[config.mk]
export PLATFORM = sky130hd
export DESIGN_NAME = tcm_arbiter_flat
export DESIGN_NICKNAME = d
export VERILOG_FILES = /design/src/rtl/tcm_arbiter_pkg.sv /design/src/rtl/tcm_arbiter_if.sv /design/src/rtl/tcm_arbiter_pick.sv /design/src/rtl/tcm_arbiter.sv /design/src/flat_wrapper.sv
export SDC_FILE = /design/constraint.sdc
export NUM_CORES = 1
export LEC_CHECK = 0
export ABC_AREA = 1
export CAP_MARGIN = 20
export CORE_MARGIN = 4
export CORE_UTILIZATION = 20
export DETAILED_ROUTE_END_ITERATION = 10
export MAX_ROUTING_LAYER = met4
export PLACE_DENSITY = 0.74
export SYNTH_ARGS = -nofsm -noshare
export SYNTH_HDL_FRONTEND = slang
export SYNTH_HIERARCHICAL = 1
export SYNTH_SLANG_ARGS = --single-unit
[constraint.sdc]
create_clock -name i_clk -period 1.6 [get_ports i_clk]
set_clock_uncertainty 0.1 [all_clocks]
set_input_delay 0.32 -clock i_clk [delete_from_list [all_inputs] [get_ports i_clk]]
set_output_delay 0.32 -clock i_clk [all_outputs]
set_load 0.02 [all_outputs]
[src/rtl/tcm_arbiter_pkg.sv]
// Shared types for the TCM arbiter: port identifiers, the muxed request bundle, byte-select constants.
// Latency: n/a (types and constants only).
// Backpressure: n/a.
package tcm_arb_pkg;

    typedef enum logic {
        PORT_INS = 1'b0,
        PORT_DAT = 1'b1
    } tcm_port_t;

    // The request bundle carries a full-width address.
    // The top trims it to MEM_ADDR_WIDTH.
    localparam int TCM_AW_MAX = 32;

    localparam logic [3:0] BSEL_ALL = 4'hF;

    typedef struct packed {
        logic [TCM_AW_MAX-1:0] addr;
        logic [3:0]            bsel;
        logic                  write;
        logic [31:0]           data;
    } tcm_req_t;

endpackage

[src/rtl/tcm_arbiter_if.sv]
// Bus bundle between the core's fetch/data masters, the arbiter and the TCM.
// Latency: n/a (wires only); slave = arbiter view, master = core + TCM view.
// Backpressure: requests are held by the masters until their ack.
interface tcm_arbiter_if #(
    parameter int MEM_ADDR_WIDTH = 8
);
    logic                      i_ins_req;
    logic [MEM_ADDR_WIDTH-1:0] i_ins_addr;
    logic                      o_ins_ack;
    logic [31:0]               o_ins_data;

    logic                      i_dat_req;
    logic [MEM_ADDR_WIDTH-1:0] i_dat_addr;
    logic [3:0]                i_dat_sel;
    logic                      i_dat_write;
    logic [31:0]               i_dat_data;
    logic                      o_dat_ack;
    logic [31:0]               o_dat_data;

    logic                      o_tcm_sel;
    logic [MEM_ADDR_WIDTH-1:0] o_tcm_addr;
    logic [3:0]                o_tcm_bsel;
    logic                      o_tcm_write;
    logic [31:0]               o_tcm_data;
    logic                      i_tcm_ack;
    logic [31:0]               i_tcm_data;

    modport slave (
        input  i_ins_req, i_ins_addr,
        output o_ins_ack, o_ins_data,
        input  i_dat_req, i_dat_addr, i_dat_sel, i_dat_write, i_dat_data,
        output o_dat_ack, o_dat_data,
        output o_tcm_sel, o_tcm_addr, o_tcm_bsel, o_tcm_write, o_tcm_data,
        input  i_tcm_ack, i_tcm_data
    );

    modport master (
        output i_ins_req, i_ins_addr,
        input  o_ins_ack, o_ins_data,
        output i_dat_req, i_dat_addr, i_dat_sel, i_dat_write, i_dat_data,
        input  o_dat_ack, o_dat_data,
        input  o_tcm_sel, o_tcm_addr, o_tcm_bsel, o_tcm_write, o_tcm_data,
        output i_tcm_ack, i_tcm_data
    );
endinterface

[src/rtl/tcm_arbiter_pick.sv]
// Grant policy: picks the winning port from the eligible pair (round-robin when TCM_ARB_RR_EN, else dat first).
// Latency: combinational.
// Backpressure: none; a loser simply stays eligible next cycle.
module tcm_arb_pick
    import tcm_arb_pkg::*;
(
    input  logic      elig_ins,
    input  logic      elig_dat,
    input  tcm_port_t last,
    output tcm_port_t winner
);

`ifndef TCM_ARB_RR_EN
    // Fixed priority has no use for the previous winner.
    logic unused_last;
    assign unused_last = last;
`endif

    // Resolve a tie by policy; a single eligible port always wins.
    always_comb begin
        winner = PORT_INS;
        if (elig_ins && elig_dat) begin
`ifdef TCM_ARB_RR_EN
            winner = (last == PORT_DAT) ? PORT_INS : PORT_DAT;
`else
            winner = PORT_DAT;
`endif
        end else if (elig_dat) begin
            winner = PORT_DAT;
        end
    end

endmodule

[src/rtl/tcm_arbiter.sv]
// Shares the single-port TCM between instruction fetch and data; optional round-robin via macro TCM_ARB_RR_EN.
// Latency: grant is combinational, ack and read data return one cycle after grant.
// Backpressure: the losing or pending port keeps its request held; the pending port is masked for one cycle.
module tcm_arbiter
    import tcm_arb_pkg::*;
#(
    parameter int MEM_ADDR_WIDTH = 8
) (
    input  logic           i_clk,
    input  logic           i_reset,
    tcm_arbiter_if.slave   bus
);

    logic      r_pend_valid;
    tcm_port_t r_pend_id;
    tcm_port_t r_last;
    tcm_port_t winner;
    logic      elig_ins;
    logic      elig_dat;
    logic      grant;
    tcm_req_t  req;

    // A port whose transaction is in its ack cycle must not be re-issued.
    assign elig_ins = bus.i_ins_req & ~(r_pend_valid & (r_pend_id == PORT_INS));
    assign elig_dat = bus.i_dat_req & ~(r_pend_valid & (r_pend_id == PORT_DAT));

    // Reset forces every TCM-side output low even with requests held.
    assign grant = (elig_ins | elig_dat) & ~i_reset;

    tcm_arb_pick u_pick (
        .elig_ins (elig_ins),
        .elig_dat (elig_dat),
        .last     (r_last),
        .winner   (winner)
    );

    // Mux the winning requester onto the TCM; fetches are full-word reads.
    always_comb begin
        req = '0;
        if (grant) begin
            if (winner == PORT_DAT) begin
                req.addr  = TCM_AW_MAX'(bus.i_dat_addr);
                req.bsel  = bus.i_dat_sel;
                req.write = bus.i_dat_write;
                req.data  = bus.i_dat_data;
            end else begin
                req.addr  = TCM_AW_MAX'(bus.i_ins_addr);
                req.bsel  = BSEL_ALL;
                req.write = 1'b0;
                req.data  = '0;
            end
        end
    end

    assign bus.o_tcm_sel   = grant;
    assign bus.o_tcm_addr  = req.addr[MEM_ADDR_WIDTH-1:0];
    assign bus.o_tcm_bsel  = req.bsel;
    assign bus.o_tcm_write = req.write;
    assign bus.o_tcm_data  = req.data;

    // Track who owns the access now on the TCM; rewritten every cycle for back-to-back issue.
    always_ff @(posedge i_clk or posedge i_reset) begin
        if (i_reset) begin
            r_pend_valid <= 1'b0;
            r_pend_id    <= PORT_INS;
        end else begin
            r_pend_valid <= grant;
            r_pend_id    <= winner;
        end
    end

`ifdef TCM_ARB_RR_EN
    // Remember the last winner so a tie goes to the other port.
    always_ff @(posedge i_clk or posedge i_reset) begin
        if (i_reset) begin
            r_last <= PORT_INS;
        end else if (grant) begin
            r_last <= winner;
        end
    end
`else
    assign r_last = PORT_INS;
`endif

    // Route the TCM ack only to the owner; stray acks with nothing pending are dropped.
    assign bus.o_ins_ack  = bus.i_tcm_ack & r_pend_valid & (r_pend_id == PORT_INS);
    assign bus.o_dat_ack  = bus.i_tcm_ack & r_pend_valid & (r_pend_id == PORT_DAT);
    assign bus.o_ins_data = bus.o_ins_ack ? bus.i_tcm_data : 32'h0;
    assign bus.o_dat_data = bus.o_dat_ack ? bus.i_tcm_data : 32'h0;

endmodule

[src/flat_wrapper.sv]
// flat-port wrapper written by rule: the top's interface ports become plain ports
module tcm_arbiter_flat import tcm_arb_pkg::*;
#(
    parameter int MEM_ADDR_WIDTH = 8
)
  (i_clk, i_reset, bus_i_ins_req, bus_i_ins_addr, bus_o_ins_ack, bus_o_ins_data, bus_i_dat_req, bus_i_dat_addr, bus_i_dat_sel, bus_i_dat_write, bus_i_dat_data, bus_o_dat_ack, bus_o_dat_data, bus_o_tcm_sel, bus_o_tcm_addr, bus_o_tcm_bsel, bus_o_tcm_write, bus_o_tcm_data, bus_i_tcm_ack, bus_i_tcm_data);
  tcm_arbiter_if #(.MEM_ADDR_WIDTH(MEM_ADDR_WIDTH)) bus_i ();
  input  logic i_clk;
  input  logic i_reset;
  input wire logic [$bits(bus_i.i_ins_req)-1:0] bus_i_ins_req;
  input wire logic [$bits(bus_i.i_ins_addr)-1:0] bus_i_ins_addr;
  output wire logic [$bits(bus_i.o_ins_ack)-1:0] bus_o_ins_ack;
  output wire logic [$bits(bus_i.o_ins_data)-1:0] bus_o_ins_data;
  input wire logic [$bits(bus_i.i_dat_req)-1:0] bus_i_dat_req;
  input wire logic [$bits(bus_i.i_dat_addr)-1:0] bus_i_dat_addr;
  input wire logic [$bits(bus_i.i_dat_sel)-1:0] bus_i_dat_sel;
  input wire logic [$bits(bus_i.i_dat_write)-1:0] bus_i_dat_write;
  input wire logic [$bits(bus_i.i_dat_data)-1:0] bus_i_dat_data;
  output wire logic [$bits(bus_i.o_dat_ack)-1:0] bus_o_dat_ack;
  output wire logic [$bits(bus_i.o_dat_data)-1:0] bus_o_dat_data;
  output wire logic [$bits(bus_i.o_tcm_sel)-1:0] bus_o_tcm_sel;
  output wire logic [$bits(bus_i.o_tcm_addr)-1:0] bus_o_tcm_addr;
  output wire logic [$bits(bus_i.o_tcm_bsel)-1:0] bus_o_tcm_bsel;
  output wire logic [$bits(bus_i.o_tcm_write)-1:0] bus_o_tcm_write;
  output wire logic [$bits(bus_i.o_tcm_data)-1:0] bus_o_tcm_data;
  input wire logic [$bits(bus_i.i_tcm_ack)-1:0] bus_i_tcm_ack;
  input wire logic [$bits(bus_i.i_tcm_data)-1:0] bus_i_tcm_data;
  assign bus_i.i_ins_req = bus_i_ins_req;
  assign bus_i.i_ins_addr = bus_i_ins_addr;
  assign bus_o_ins_ack = bus_i.o_ins_ack;
  assign bus_o_ins_data = bus_i.o_ins_data;
  assign bus_i.i_dat_req = bus_i_dat_req;
  assign bus_i.i_dat_addr = bus_i_dat_addr;
  assign bus_i.i_dat_sel = bus_i_dat_sel;
  assign bus_i.i_dat_write = bus_i_dat_write;
  assign bus_i.i_dat_data = bus_i_dat_data;
  assign bus_o_dat_ack = bus_i.o_dat_ack;
  assign bus_o_dat_data = bus_i.o_dat_data;
  assign bus_o_tcm_sel = bus_i.o_tcm_sel;
  assign bus_o_tcm_addr = bus_i.o_tcm_addr;
  assign bus_o_tcm_bsel = bus_i.o_tcm_bsel;
  assign bus_o_tcm_write = bus_i.o_tcm_write;
  assign bus_o_tcm_data = bus_i.o_tcm_data;
  assign bus_i.i_tcm_ack = bus_i_tcm_ack;
  assign bus_i.i_tcm_data = bus_i_tcm_data;
  tcm_arbiter #(.MEM_ADDR_WIDTH(MEM_ADDR_WIDTH)) u_core (.i_clk(i_clk), .i_reset(i_reset), .bus(bus_i));
endmodule
==> flow_metrics.py, run 1 <==
metrics = {
    "outcome": {
        "status": "finished with violations",
        "violations": "setup timing",
    },
    "sta": {
        "post-route-period-util_pct": 120,
        "report.final.slew_viol_count": 0,
        "worst_slew_pin_slew_ns": 0.232,
        "worst_slack_ns": -0.322,
        "setup_viol": 112,
        "final_hold_viol_count": 0,
        "finalCriticalPeriod_ns": 1.92,
        "max_freq_mhz": 520,
        "rsz0062_at_grt": "true",
        "slew_headroom_pct": 84.5,
    },
    "setup_path": {
        "crit_arrival_ns": 1.50,
        "crit_buf_inv": 3,
        "max_stage_delay_ns": 0.39,
        "crit_slowest_cell": "dfrtp_1",
        "cp-start-kind": "register",
        "end_kind": "primary output",
        "crit_required_ns": 1.18,
        "cp_max_fo": 7,
        "path_delay_family": "buffers and inverters",
        "crit_type": "register to primary output",
        "crit_chain": "buf_6, nand2_2, nand2_2, nand2_4, nand2_8, buf_16, nor2_4, buf_6",
    },
    "clock_tree": {
        "cts_sinks": 2,
        "cts_root_buffer": "clkbuf_8",
        "ctsHoldBuffers": 0,
        "cts_buffers": 3,
        "cts_max_level": 1,
        "cts_buffer_depth": 2,
        "cts_tree": "done",
        "path_clk_slew_ns": 0.03,
        "clock_latency_ns": 0.21,
    },
    "finish": {
        "nets": 540,
        "drive_gt1_share_pct": 62.5,
        "syn_to_final_growth_pct": 278,
        "fillCellCount": 357,
        "design_area_um2": 4690,
        "ff_latch_area_um2": 50.0,
        "antenna_cells": 0,
        "multiInputGateArea_um2": 1600,
    },
    "synthesis": {
        "ys_warn_count": 6,
        "synth.cell_area_um2": 1240,
        "postSynthAreaPerCell_um2": 5.44,
        "synth_fp_nets": 318,
        "synth_cells": 228,
    },
    "drt": {
        "avgRoutedWirePerCell_um": 16.6,
        "vias_per_cell": 4.32,
        "drtPass1Iterations": 4,
        "postRouteAntennaNets": 0,
        "drc": 0,
        "vias": 2257,
        "wl_mm": 8.68,
        "drt_iter0_markers": 64,
    },
    "pwr": {
        "power_density_nw_per_um2": 322,
        "ir_drop_mv": 0.223,
        "p_leak_nw": 2.00,
        "p_total_mw": 1.51,
    },
    "worst_hold_path": {
        "min_path_type": "input port to asynchronous set/reset pin",
    },
    "floorplanning": {
        "core_um2": 5960,
        "fp.dieArea_um2": 7520,
        "fp.dieH_um": 86.7,
        "die_x_um": 86.7,
        "rows": 28,
        "io_pins": 202,
        "start_util_pct": 20.8,
    },
    "flow_run": {
        "drv_cap": 0,
    },
    "global_route": {
        "grt_max_degree": 19,
        "antenna_found_initial": 0,
        "grt-ovfl-total": 0,
        "grt_pass1_vias": 2165,
        "grt_pass1_wl_mm": 10.8,
        "grt.total_usage_pct": 18.3,
    },
    "placed_design": {
        "place_congestion": 0.754,
        "place_ws_ns": -0.946,
        "postPlaceCellArea_um2": 3540,
        "io_buffers": 201,
        "dp_hpwl_mm": 5.55,
    },
}
-- path summary, 6_finish.rpt --
path | start | end | slack [ns] | cells after the start
setup / recovery | u_core/r_pend_valid | bus_o_tcm_data[14] | -0.32 | 8
hold / removal | i_reset | u_core/r_pend_id | 0.40 | 3
setup reg to reg | u_core/r_pend_id | u_core/r_pend_valid | 0.01 | 10
hold reg to reg | u_core/r_pend_id | u_core/r_pend_id | 0.70 | 4
max in group asynchronous | i_reset | u_core/r_pend_valid | 0.91 | 3
min in group i_clk | bus_i_dat_req | u_core/r_pend_id | 0.59 | 4
-- worst min-delay path: cells and delay by family --
| kind | cells | cell delay, ns |
|---|---|---|
| buffers and inverters | 3 | 0.70 |
-- cells in the final DEF, fill, tap and decap left out, types with 2 or more instances in the layout --
cell type	count
nor2_2	2
nand3_4	2
buf_16	5
dfrtp_1	2
clkbuf_8	3
clkdlybuf4s50_1	86
dlygate4sd2_1	3
nor2_4	109
buf_12	9
inv_4	2
clkbuf_16	4
buf_6	118
nand2_2	3
a21boi_4	2
buf_8	2
nor2_1	2
buf_4	6
a21boi_2	6
inv_1	33
nand2_1	42
-- report_power, final --
group,total (mW),switching [mW],leakage (nW),internal [mW]
sequential,0.0579,0.00315,0.0245,0.0548
clock,0.205,0.0451,0.0216,0.160
combinational,1.25,0.605,1.95,0.644
total,1.51,0.653,2.00,0.859
-- state kept, by name (all words and copies together) (netlist names) --
register             count
u_core/r_pend_id         1
u_core/r_pend_valid      1
-- repair_timing --
| action | 4_1_cts | 5_1_grt |
|---|---|---|
| pin swaps | 19 | 3 |
| endpoints found under the setup margin | 112 | 113 |
| buffers inserted | 2 | 2 |
| cloned | 7 | 4 |
| resized for setup | 644 | 213 |
-- final cells by class --
cell class,count,area share (%)
inverters,39,3.60
well taps,75,2.00
repair buffers,234,58.4
multi-input cells,170,34.0
flip-flops and latches,2,1.07
clock buffers,3,0.880
-- per-stage QoR --
stage          instances  util [%]  hold WS, ns  setup TNS, ns
6_report             523      78.8        0.402         -29.39
5_1_grt              523      78.8        0.436         -35.78
4_1_cts              517      63.2        0.391         -16.93
3_5_place_dp         505      59.5        0.616         -82.29
3_3_place_gp         505      59.5        0.621         -81.54
2_1_floorplan        228         -       0.0232          -3.32
-- layer usage --
layer | share of wire, % | global-route usage [%] | up-vias
met1 | 34 | 19.2 | 1043
met2 | 56 | 35.7 | 121
met5 | 0 | - | -
li1 | - | - | 1081
met3 | 7.4 | 3.23 | 12
met4 | 1.7 | 2.97 | 0
Power figures use the tool's default switching activity.
==> run 2, diff against run 1 <==
--- a/config.mk
+++ b/config.mk
@@ -16,3 +16,4 @@
 export SYNTH_HDL_FRONTEND = slang
 export SYNTH_HIERARCHICAL = 1
 export SYNTH_SLANG_ARGS = --single-unit
+export TNS_END_PERCENT = 50
==> flow_metrics.py, run 2 (synthesized netlist as in run 1, its figures left out) <==
metrics = {
    "outcome": {
        "status": "finished with violations",
        "violations": "setup timing",
    },
    "clock_tree": {
        "cts_max_level": 1,
        "cts_root_buffer": "clkbuf_8",
        "cts_tree": "done",
        "ctsHoldBuffers": 0,
        "cts_buffers": 3,
        "clock_latency_ns": 0.21,
        "cts_sinks": 2,
        "cts_buffer_depth": 2,
        "path_clk_slew_ns": 0.03,
    },
    "sta": {
        "worst_slew_pin_slew_ns": 0.184,
        "finalCriticalPeriod_ns": 1.86,
        "final_hold_viol_count": 0,
        "max_freq_mhz": 537,
        "post-route-period-util_pct": 116,
        "worst_slack_ns": -0.263,
        "report.final.slew_viol_count": 0,
        "rsz0062_at_grt": "true",
        "slew_headroom_pct": 87.7,
        "setup_viol": 112,
    },
    "pwr": {
        "p_int_mw": 0.784,
        "pwr-share-comb_pct": 81.5,
        "ir_drop_mv": 0.308,
        "power_frac_clock_pct": 14.3,
        "seqPwrFrac_pct": 4.2,
        "switching_share_pct": 42.3,
        "power_switching_mw": 0.575,
        "p_leak_nw": 1.89,
        "power_density_nw_per_um2": 335,
    },
    "placed_design": {
        "dp_hpwl_mm": 5.70,
        "postPlaceCellArea_um2": 3550,
        "io_buffers": 201,
        "placed_cells": 506,
        "place_congestion": 0.801,
    },
    "drt": {
        "wl_mm": 7.51,
        "drtPass1Iterations": 2,
        "drt_iter0_markers": 48,
        "postRouteAntennaNets": 0,
        "vias_per_cell": 4.20,
        "drc": 0,
        "vias": 2169,
        "avgRoutedWirePerCell_um": 14.5,
    },
    "setup_path": {
        "reg2reg_to": "u_core/r_pend_valid",
        "r2r_slack_ns": 0.21,
        "cp_max_fo": 7,
        "worstReg2RegStart": "u_core/r_pend_id",
        "crit_arrival_ns": 1.44,
        "reg2reg_depth": 9,
        "cp-start-kind": "register",
        "crit_required_ns": 1.18,
        "crit_type": "register to primary output",
        "end_kind": "primary output",
    },
    "finish": {
        "syn_to_final_growth_pct": 227,
        "antenna_cells": 0,
        "final_cell_mix": "clkdlybuf4s50_1, buf_6, nor2_4, buf_4, nand2_1",
        "drive_gt1_share_pct": 55.9,
        "mostFrequentLayoutCell": "clkdlybuf4s50_1",
        "nets": 534,
        "fin_cells": 517,
        "design_area_um2": 4060,
        "final_util_pct": 68.1,
        "largest_registers": "u_core/r_pend_id x1, u_core/r_pend_valid x1",
    },
    "floorplanning": {
        "io_pins": 202,
        "fp.dieH_um": 86.7,
        "rows": 28,
        "start_util_pct": 20.8,
        "core_um2": 5960,
        "fp.dieArea_um2": 7520,
        "die_x_um": 86.7,
    },
    "flow_run": {
        "drv_cap": 0,
    },
    "global_route": {
        "grt_pass1_vias": 2142,
        "grt-ovfl-total": 0,
        "grt_max_degree": 34,
        "antenna_found_initial": 0,
        "grt.total_usage_pct": 18.8,
        "grt_pass1_wl_mm": 10.8,
    },
    "worst_hold_path": {
        "min_path_type": "input port to asynchronous set/reset pin",
    },
}
run 2: cell types whose count changed in the layout (fill, tap and decap cells not counted), sizes merged:
cell / before / now
buf: 140 / 136
clkbuf: 7 / 4
clkinv: 1 / 0
inv: 38 / 39
nand2: 47 / 48
run 2: area by class of cell:
class | instances | area, µm²
Timing Repair Buffer | 227 | 2350
Fill cell | 495 | 1900
Multi-Input combinational cell | 171 | 1360
Inverter | 39 | 159
Tap cell | 75 | 93.8
Sequential cell | 2 | 50.0
Clock buffer | 3 | 41.3
run 2: critical path, cell delays in order, from the launching register on:
cell and delay (ns):
dfrtp_1 0.38, nand2_1 0.09, nand2_2 0.07, buf_6 0.13, nand2_8 0.07, nand2_8 0.10
buf_12 0.17, nor2_4 0.10, buf_6 0.12
run 2: how the worst max path moves through the flow:
stage                              startpoint            endpoint  slack [ns]  cells after the start
final                     u_core/r_pend_valid  bus_o_tcm_data[23]       -0.26                      8
after global routing         u_core/r_pend_id  bus_o_tcm_data[19]       -0.33                      8
after CTS                 u_core/r_pend_valid   bus_o_tcm_addr[5]       -0.27                      8
after detailed placement        bus_i_dat_req   bus_o_tcm_addr[6]       -0.95                      8
after global placement          bus_i_dat_req   bus_o_tcm_addr[6]       -0.92                      8
after floorplan           u_core/r_pend_valid   bus_o_tcm_addr[0]       -0.09                      9
run 2: what timing repair did:
action                     4_1_cts  5_1_grt
cloned                           6        1
setup endpoints to repair      112      112
resized for setup              646       88
setup buffers                    1        0
pin swaps                       14        3
run 2: through the flow:
stage          power, mW  hold WS [ns]  setup TNS (ns)  setup WS, ns
6_report            1.36         0.392          -21.55        -0.263
3_3_place_gp       0.982         0.612          -81.12        -0.921
2_1_floorplan      0.518        0.0232           -3.35       -0.0917
3_5_place_dp       0.993         0.618          -82.76        -0.951
4_1_cts             1.30         0.399          -20.61        -0.273
5_1_grt             1.44         0.443          -28.20        -0.326
run 2: layer usage:
| metal | global-route usage, % | up-vias | share of wire, % |
|---|---|---|---|
| li1 | - | 1071 | - |
| met3 | 2.85 | 12 | 9.0 |
| met5 | - | - | 0 |
| met4 | 4.82 | 0 | 2.1 |
| met2 | 36.1 | 125 | 55 |
| met1 | 19.7 | 961 | 34 |
run 2: power by group through the flow:
stage | Sequential (mW) | Clock [mW] | Combinational, mW
floorplan | 0.0581 | 0 | 0.459
global placement | 0.0571 | 0 | 0.925
detailed placement | 0.0573 | 0 | 0.935
CTS | 0.0572 | 0.198 | 1.05
global route | 0.0580 | 0.208 | 1.17
finish | 0.0575 | 0.194 | 1.11
==> run 3, diff against run 2 <==
--- a/config.mk
+++ b/config.mk
@@ -5,13 +5,12 @@
 export SDC_FILE = /design/constraint.sdc
 export NUM_CORES = 1
 export LEC_CHECK = 0
-export ABC_AREA = 1
 export CAP_MARGIN = 20
 export CORE_MARGIN = 4
-export CORE_UTILIZATION = 20
+export CORE_UTILIZATION = 22
 export DETAILED_ROUTE_END_ITERATION = 10
 export MAX_ROUTING_LAYER = met4
-export PLACE_DENSITY = 0.74
+export PLACE_DENSITY = 0.76
 export SYNTH_ARGS = -nofsm -noshare
 export SYNTH_HDL_FRONTEND = slang
 export SYNTH_HIERARCHICAL = 1
==> flow_metrics.py, run 3 <==
metrics = {
    "sta": {
        "holdWs_ns": 0.176,
        "slew_headroom_pct": 75.2,
        "setup_viol": 112,
        "post-route-period-util_pct": 131,
        "worst_slew_pin_slew_ns": 0.372,
        "finalCriticalPeriod_ns": 2.10,
        "report.final.slew_viol_count": 0,
        "final_hold_viol_count": 0,
        "setup_tns_ns": -45.75,
        "rsz0062_at_grt": "true",
        "worst_slack_ns": -0.498,
        "max_freq_mhz": 477,
    },
    "placed_design": {
        "dp_hpwl_mm": 6.55,
        "io_buffers": 201,
        "placed_cells": 462,
        "place_congestion": 0.778,
    },
    "drt": {
        "drt_iter0_markers": 73,
        "drtPass1Iterations": 4,
        "vias": 2336,
        "postRouteAntennaNets": 0,
        "vias_per_cell": 4.87,
        "avgRoutedWirePerCell_um": 17.6,
        "wl_mm": 8.47,
        "drc": 0,
    },
    "setup_path": {
        "reg2reg_depth": 6,
        "crit_type": "register to primary output",
        "cp_max_fo": 9,
        "r2r_slack_ns": 0.13,
        "crit_required_ns": 1.18,
        "crit_chain": "buf_6, mux2i_4, buf_6, clkbuf_16, a221oi_2, buf_4",
        "crit_arrival_ns": 1.68,
        "path_delay_family": "buffers and inverters",
        "worstReg2RegStart": "u_core/r_pend_id",
        "crit_slowest_cell": "dfrtp_2",
        "max_stage_delay_ns": 0.42,
        "cp-start-kind": "register",
        "reg2reg_to": "u_core/r_pend_valid",
        "crit_path_frequent_cell": "buf_6",
        "end_kind": "primary output",
        "crit_buf_inv": 4,
    },
    "synthesis": {
        "synth_cells": 197,
        "synth.cell_area_um2": 1390,
        "postSynthAreaPerCell_um2": 7.04,
        "ys_warn_count": 6,
        "synth_fp_nets": 287,
    },
    "pwr": {
        "power_density_nw_per_um2": 344,
        "p_leak_nw": 1.63,
        "ir_drop_mv": 0.323,
        "p_total_mw": 1.35,
    },
    "worst_hold_path": {
        "min_path_type": "input port to asynchronous set/reset pin",
    },
    "floorplanning": {
        "fp.dieH_um": 87.4,
        "die_x_um": 87.4,
        "rows": 28,
        "fp.dieArea_um2": 7640,
        "io_pins": 202,
        "core_um2": 6030,
        "start_util_pct": 23.0,
    },
    "global_route": {
        "grt_pass1_vias": 2292,
        "grt_max_degree": 34,
        "antenna_found_initial": 0,
        "grt-ovfl-total": 0,
        "grt.total_usage_pct": 20.5,
        "grt_pass1_wl_mm": 12.1,
    },
    "clock_tree": {
        "clock_latency_ns": 0.21,
        "cts_tree": "done",
        "path_clk_slew_ns": 0.03,
        "cts_buffer_depth": 2,
        "cts_sinks": 2,
        "cts_max_level": 1,
        "cts_buffers": 3,
        "cts_root_buffer": "clkbuf_8",
    },
    "finish": {
        "syn_to_final_growth_pct": 183,
        "drive_gt1_share_pct": 51.4,
        "largest_registers": "u_core/r_pend_id x1, u_core/r_pend_valid x1",
        "final_cell_mix": "clkdlybuf4s50_1, and2_1, buf_4, a211oi_2, buf_2",
        "nets": 496,
        "mostFrequentLayoutCell": "clkdlybuf4s50_1",
        "fin_cells": 480,
        "antenna_cells": 0,
    },
    "outcome": {
        "status": "finished with violations",
        "violations": "setup timing",
    },
    "flow_run": {
        "drv_cap": 0,
    },
}
## run 3: per-layer routing
layer,up-vias,GRT usage [%],wire length (µm)
met2,111,38.8,4540
met5,-,-,0
met3,8,2.93,579
met4,0,4.04,79
met1,1058,22.7,3270
li1,1159,-,-
## run 3: area by class of cell
cell class	count	area (µm²)
timing repair buffer	238	2300
fill	518	2110
clock buffer	4	45.0
inverter	5	18.8
tap	75	93.8
sequential	2	52.6
multi-input combinational	156	1410
## run 3: how the worst max path moves through the flow
stage                                    from            endpoint  slack [ns]  cells after the start
final                        u_core/r_pend_id   bus_o_tcm_bsel[3]       -0.50                      6
after global routing         u_core/r_pend_id  bus_o_tcm_data[30]       -0.54                      7
after CTS                 u_core/r_pend_valid   bus_o_tcm_data[1]       -0.47                      7
after detailed placement        bus_i_dat_req  bus_o_tcm_data[17]       -1.05                      6
after global placement          bus_i_dat_req   bus_o_tcm_addr[6]       -1.02                      6
after floorplan           u_core/r_pend_valid  bus_o_tcm_data[27]       -0.47                      8
## run 3: where the power goes
group	internal (mW)	switching (mW)	total, mW
registers	0.0556	0.00571	0.0613
logic	0.580	0.498	1.08
clock network	0.169	0.0384	0.207
total	0.805	0.542	1.35
## run 3: timing repair
action	4_1_cts	5_1_grt
setup buffers	5	2
pin swaps	4	14
cloned	3	4
resized for setup	481	9
endpoints found under the setup margin	113	112
hold buffers	0	0
## run 3: per-stage QoR
| step | worst slack (ns) | instance area, µm² | utilization, % |
|---|---|---|---|
| 6_report | -0.498 | 3920 | 65.1 |
| 5_1_grt | -0.538 | 3920 | 65.1 |
| 4_1_cts | -0.465 | 3780 | 62.7 |
| 3_5_place_dp | -1.05 | 3790 | 62.9 |
| 3_3_place_gp | -1.02 | 3790 | 62.9 |
| 2_1_floorplan | -0.467 | 1660 | - |
## run 3: tightest hold or removal path, stage by stage
cell   delay, ns
buf_2       0.12
buf_4       0.24
inv_1       0.13
